==> src/rtl/timer_ctrl_if.sv <==
// ---------------------------------------------------------------------------
// timer_ctrl_if
//
// Peripheral-bus bundle for the timer controller. The CPU side drives the
// strobes, address and write data; the timer returns registered read data.
//
// Signals:
//   bus_we     write strobe, one cycle per write
//   bus_re     read strobe, one cycle per read
//   bus_addr   byte offset, bits [3:2] select the register
//   bus_wdata  write data
//   bus_rdata  read data, valid the cycle after bus_re
//
// Modports:
//   master  CPU / bus side
//   slave   timer side
// ---------------------------------------------------------------------------
interface timer_ctrl_if;
  logic        bus_we;
  logic        bus_re;
  logic [3:0]  bus_addr;
  logic [31:0] bus_wdata;
  logic [31:0] bus_rdata;

  modport master (
    output bus_we,
    output bus_re,
    output bus_addr,
    output bus_wdata,
    input  bus_rdata
  );

  modport slave (
    input  bus_we,
    input  bus_re,
    input  bus_addr,
    input  bus_wdata,
    output bus_rdata
  );
endinterface

==> src/rtl/timer_ctrl.sv <==
// ---------------------------------------------------------------------------
// timer_ctrl
//
// Memory-mapped timer. A prescaler produces a one-cycle tick every PRESC+1
// cycles while the timer runs; each tick decrements COUNT. A tick seen with
// COUNT already at zero is an expiry: it sets PEND and either reloads COUNT
// from LOAD (periodic) or stops the timer (one-shot). irq is PEND & IE,
// registered one edge behind the register values.
//
// Register map (byte offset, bits [3:2] decoded):
//   0x0 CTRL  : bit0 EN, bit1 MODE (1 = periodic), bit2 IE,
//               bit3 PEND (write 1 clears), other bits read 0
//   0x4 PRESC : prescale value
//   0x8 LOAD  : reload value
//   0xC COUNT : current count, read-only
//
// Ports:
//   clk    system clock
//   rst_n  synchronous, active-low reset
//   bus    timer_ctrl_if.slave register bus
//   irq    level interrupt request, active-high
//
// Parameter:
//   CNT_W  width of the prescaler, reload and count registers (<= 32);
//          narrower fields are zero-extended on read
// ---------------------------------------------------------------------------
module timer_ctrl #(
  parameter int CNT_W = 32
) (
  input  logic         clk,
  input  logic         rst_n,
  timer_ctrl_if.slave  bus,
  output logic         irq
);

  typedef enum logic {
    IDLE = 1'b0,
    RUN  = 1'b1
  } state_t;

  localparam logic [1:0] SEL_CTRL  = 2'd0;
  localparam logic [1:0] SEL_PRESC = 2'd1;
  localparam logic [1:0] SEL_LOAD  = 2'd2;
  localparam logic [1:0] SEL_COUNT = 2'd3;

  state_t state;
  state_t state_next;

  logic             mode;
  logic             ie;
  logic             pend;
  logic             pend_next;
  logic [CNT_W-1:0] presc;
  logic [CNT_W-1:0] load;
  logic [CNT_W-1:0] count;
  logic [CNT_W-1:0] pcnt;

  logic             ctrl_wr;
  logic             presc_wr;
  logic             load_wr;
  logic             ack_wr;

  logic             start;
  logic             stop;
  logic             active;
  logic             tick;
  logic             expire;

  logic [31:0]      rd_mux;

  // Byte-lane bits of the address are not decoded.
  logic             unused_addr_bits;
  assign unused_addr_bits = ^bus.bus_addr[1:0];

  // Register write decode. COUNT is read-only, so its offset has no strobe.
  always_comb begin
    ctrl_wr  = bus.bus_we && (bus.bus_addr[3:2] == SEL_CTRL);
    presc_wr = bus.bus_we && (bus.bus_addr[3:2] == SEL_PRESC);
    load_wr  = bus.bus_we && (bus.bus_addr[3:2] == SEL_LOAD);
    ack_wr   = ctrl_wr && bus.bus_wdata[3];
  end

  // FSM state register.
  always_ff @(posedge clk) begin
    if (!rst_n) begin
      state <= IDLE;
    end else begin
      state <= state_next;
    end
  end

  // FSM next state. Writing EN=1 while already running is not a restart;
  // a one-shot expiry drops back to IDLE even if the same cycle writes EN=1.
  always_comb begin
    state_next = state;
    case (state)
      IDLE: if (start) state_next = RUN;
      RUN:  if (stop || (expire && !mode)) state_next = IDLE;
      default: state_next = IDLE;
    endcase
  end

  // FSM outputs. A stop write freezes the counters on that same edge, so
  // the prescaler only advances on RUN cycles that are not being stopped.
  always_comb begin
    start  = 1'b0;
    stop   = 1'b0;
    active = 1'b0;
    case (state)
      IDLE: start = ctrl_wr && bus.bus_wdata[0];
      RUN: begin
        stop   = ctrl_wr && !bus.bus_wdata[0];
        active = !stop;
      end
      default: ;
    endcase
  end

  // Tick and expiry use the pre-edge PRESC, LOAD and MODE values, so a
  // write landing on the same edge only matters from the next cycle on.
  assign tick   = active && (pcnt == presc);
  assign expire = tick && (count == '0);

  // Expiry wins over a same-cycle acknowledge.
  assign pend_next = expire || (pend && !ack_wr);

  // Prescaler counter. A PRESC write restarts the phase so a smaller
  // value can never be overshot.
  always_ff @(posedge clk) begin
    if (!rst_n) begin
      pcnt <= '0;
    end else if (start || presc_wr) begin
      pcnt <= '0;
    end else if (active) begin
      pcnt <= tick ? '0 : pcnt + CNT_W'(1);
    end
  end

  // Down-counter. A one-shot expiry leaves COUNT at zero.
  always_ff @(posedge clk) begin
    if (!rst_n) begin
      count <= '0;
    end else if (start) begin
      count <= load;
    end else if (tick) begin
      if (expire) begin
        if (mode) count <= load;
      end else begin
        count <= count - CNT_W'(1);
      end
    end
  end

  // Software-visible configuration registers.
  always_ff @(posedge clk) begin
    if (!rst_n) begin
      mode  <= 1'b0;
      ie    <= 1'b0;
      presc <= '0;
      load  <= '0;
    end else begin
      if (ctrl_wr) begin
        mode <= bus.bus_wdata[1];
        ie   <= bus.bus_wdata[2];
      end
      if (presc_wr) presc <= CNT_W'(bus.bus_wdata);
      if (load_wr)  load  <= CNT_W'(bus.bus_wdata);
    end
  end

  // Pending flag and interrupt. irq tracks the registered PEND/IE pair,
  // so it lags them by one edge.
  always_ff @(posedge clk) begin
    if (!rst_n) begin
      pend <= 1'b0;
      irq  <= 1'b0;
    end else begin
      pend <= pend_next;
      irq  <= pend && ie;
    end
  end

  // Read mux over the pre-edge register values. EN is simply "running".
  always_comb begin
    rd_mux = '0;
    case (bus.bus_addr[3:2])
      SEL_CTRL:  rd_mux = {28'd0, pend, ie, mode, (state == RUN)};
      SEL_PRESC: rd_mux = 32'(presc);
      SEL_LOAD:  rd_mux = 32'(load);
      SEL_COUNT: rd_mux = 32'(count);
      default:   rd_mux = '0;
    endcase
  end

  // Registered read data, held until the next read strobe.
  always_ff @(posedge clk) begin
    if (!rst_n) begin
      bus.bus_rdata <= '0;
    end else if (bus.bus_re) begin
      bus.bus_rdata <= rd_mux;
    end
  end

endmodule

==> src/flat_wrapper.sv <==
// flat-port wrapper written by rule: the top's interface ports become plain ports
module timer_ctrl_flat 
#(
  parameter int CNT_W = 32
)
  (clk, rst_n, irq, bus_bus_we, bus_bus_re, bus_bus_addr, bus_bus_wdata, bus_bus_rdata);
  timer_ctrl_if bus_i ();
  input  logic clk;
  input  logic rst_n;
  output logic irq;
  input wire logic [$bits(bus_i.bus_we)-1:0] bus_bus_we;
  input wire logic [$bits(bus_i.bus_re)-1:0] bus_bus_re;
  input wire logic [$bits(bus_i.bus_addr)-1:0] bus_bus_addr;
  input wire logic [$bits(bus_i.bus_wdata)-1:0] bus_bus_wdata;
  output wire logic [$bits(bus_i.bus_rdata)-1:0] bus_bus_rdata;
  assign bus_i.bus_we = bus_bus_we;
  assign bus_i.bus_re = bus_bus_re;
  assign bus_i.bus_addr = bus_bus_addr;
  assign bus_i.bus_wdata = bus_bus_wdata;
  assign bus_bus_rdata = bus_i.bus_rdata;
  timer_ctrl #(.CNT_W(CNT_W)) u_core (.clk(clk), .rst_n(rst_n), .bus(bus_i), .irq(irq));
endmodule
==> config.mk <==
export PLATFORM = sky130hd
export DESIGN_NAME = timer_ctrl_flat
export DESIGN_NICKNAME = d
export VERILOG_FILES = /design/src/rtl/timer_ctrl_if.sv /design/src/rtl/timer_ctrl.sv /design/src/flat_wrapper.sv
export SDC_FILE = /design/constraint.sdc
export NUM_CORES = 1
export LEC_CHECK = 0
export CELL_PAD_IN_SITES_DETAIL_PLACEMENT = 0
export CELL_PAD_IN_SITES_GLOBAL_PLACEMENT = 1
export CORE_MARGIN = 4
export CORE_UTILIZATION = 24
export DETAILED_ROUTE_END_ITERATION = 8
export PLACE_DENSITY_LB_ADDON = 0.08
export SYNTH_ARGS = -nofsm -noshare
export SYNTH_HDL_FRONTEND = slang
export SYNTH_SLANG_ARGS = --single-unit
==> constraint.sdc <==
create_clock -name clk -period 3.46 [get_ports clk]
set_clock_uncertainty 0.2 [all_clocks]
set_input_delay 1.038 -clock clk [delete_from_list [all_inputs] [get_ports clk]]
set_output_delay 1.038 -clock clk [all_outputs]
set_load 0.01 [all_outputs]
==> metrics.cfg <==
[clocking]
cts_max_path_buffers = 2
post_cts_buffers = 0
cts-htree-levels = 4
cts.repair.resized = 0
clk_latency_ns = 0.44
ctsHoldBuffers = 0
clkTransAtPathRegs_ns = 0.07
cts_tree = done
cts_root_buffer = clkbuf_16
cts_made_buffers = 17
clkSinkCount = 165

[finish]
drive_above_1_share = 0.135
synthToLayoutAreaGrowth_pct = 27.0
layout_commonest_cell = nand2_1
instances_no_fill = 1498
antennaDiodeCount = 0
final_nets = 1085
final_cell_mix = nand2_1 (178), dfxtp_1 (165), nor2_1 (93), a21oi_1 (93), clkdlybuf4s50_1 (68)

[floorplanning]
fp.dieW_um = 190
core_area_sq_um = 32600
start_util = 0.244
chipHeight_um = 190
ioPinCount = 73
die-area_sq_um = 36100
rows = 66

[sta]
max_slew_margin = 0.580
hold_ws_ns = 0.270
fmax_mhz = 303
maxSlewViolCount = 0
rsz0062_at_grt = false
min_period_ns = 3.31
fin_setup_tns_ns = 0
tightest_slew_ns = 0.624
fin_crit_sh = 0.955
setup_viol = 0
hold_viol_final = 0

[worst_hold_path]
holdPathEnd = u_core.load[9]
hp-class = flip-flop to flip-flop
holdPathStages = 2
hp-start = u_core.load[9]

[synthesis]
synth_area_sq_um = 7950
synth-warning-count = 0
synth_top_area_share = 0.416
syn_nets = 1006
async_flop_share = 0
ys_ff_latch = 165
avgSynthCellArea_sq_um = 8.24
synth_area_leaders = dfxtp_1 (42%), nand2_1 (8.4%), a21oi_1 (5.9%), nor2_1 (4.4%), mux2_2 (4.0%)
synth_ff_type = dfxtp_1
synth_cells = 964
synth_edf_count = 0
synth_seq_area_share = 0.416
synth_cell_types = 59
yosysTopAreaCell = dfxtp_1

[worst_setup_path]
r2r_end = u_core.count[0]
r2r_setup_slack_ns = 0.37
r2r-start = u_core.count[0]
crit_path_max_fanout = 15
r2r_cells = 11
critPathKind = input port to flip-flop
critPathRequiredTime_ns = 3.59
cp.arrival_ns = 3.43
cp-end-kind = flip-flop
start_kind = input port

[status]
outcome = finished, final reports clean

[run]
maxCapViolCount = 0

[drt]
firstDrtPassIters = 4
num_vias = 7102
drt_iter0_drc = 515
ant_nets = 0
wirelength_um = 30400
wl_per_cell_um = 20.3
drc_errors = 0
vias_per_cell = 4.74

[global_route]
grt_max_degree = 61
grt_overflow = 0
grtUsageMet3 = 0.0308
grt_busiest_layer = met2
grt_pass1_vias = 7118
use_met1 = 0.256
grt.total_usage = 0.171
antenna_found_initial = 0
grt_pass1_wl_um = 46500
grtUsageMet2 = 0.257

[placement]
hpwl_um = 22300
io_buffers = 70
gp_congestion = 0.743
dpl.cell_count = 1466

[power_and_ir_drop]
vdd_ir_drop_max_v = 0.000316
power_density_nw_per_um2 = 498
p_total_uw = 5020
static-leakage-power_uw = 0.00372

-- how the worst max path moves through the flow --
stage	slack (ns)	cells past startpoint	end	startpoint
finish	0.15	10	u_core.count[15]	bus_bus_we
global route	0.03	11	u_core.count[31]	bus_bus_addr[3]
CTS	0.17	9	u_core.count[17]	bus_bus_we
detailed placement	-0.30	9	u_core.count[17]	bus_bus_we
global placement	-0.28	10	u_core.count[15]	bus_bus_we
floorplan	0.06	11	u_core.count[17]	bus_bus_addr[3]
-- state kept, by name (all words and copies together), names as in the netlist, 32 cells and up --
name,cells
u_core.presc,32
u_core.pcnt,32
u_core.load,32
u_core.count,32
u_core.bus.bus_rdata,32
-- cell type report --
type	count	area (sq um)
inverters	8	31.3
repair buffers	130	1280
well taps	442	553
fillers	3486	22500
flip-flops and latches	165	3300
clock buffers	21	460
multi-input cells	721	4310
clock inverters	11	149
-- cell usage after synthesis (17+ instances only) --
library cell  number
a211oi_1          29
a21oi_1           93
a22oi_1           39
clkbuf_1          42
dfxtp_1          165
mux2_2            28
nand2_1          178
nand3_1           26
nor2_1            93
nor3_1            24
o22ai_1           17
xnor2_1           31
xor2_1            31
-- metrics by stage --
| step | util | area [sq um] | worst slack, ns |
|---|---|---|---|
| finish | 0.309 | 10100 | 0.154 |
| global route | 0.309 | 10100 | 0.0339 |
| CTS | 0.309 | 10100 | 0.168 |
| detailed placement | 0.291 | 9480 | -0.302 |
| global placement | 0.291 | 9480 | -0.276 |
| floorplan | - | 7950 | 0.0596 |
-- metal layers --
layer	vias up	wire (um)
li1	3559	-
met1	3427	15600
met2	100	13500
met3	16	1010
met4	0	299
met5	-	0
-- worst max-delay path, stage by stage --
cell	delay [ns]
clkdlybuf4s50_1	0.47
or3b_2	0.53
o21a_1	0.24
nand3_1	0.13
nand4b_2	0.19
buf_4	0.13
nand2_1	0.08
buf_12	0.19
o21a_1	0.18
o221a_2	0.25
-- where the power goes --
group	switching (uW)	internal [uW]	total (uW)	leakage, uW
combinational	542	405	947	0.00209
clock	860	1180	2040	0.000290
sequential	69.7	1970	2040	0.00134
-- cell families after synthesis --
kind of cell / count (synthesis) / share of synthesized area
buffers and inverters: 78 / 0.0430
DFF: 165 / 0.416
AOI/OAI and AO/OA: 221 / 0.176
muxes: 48 / 0.0712
adders and majority gates: 2 / 0.00315
xor gates and xnor gates: 62 / 0.0683
and+or+nand+nor: 388 / 0.223
Power figures use the tool's default switching activity.
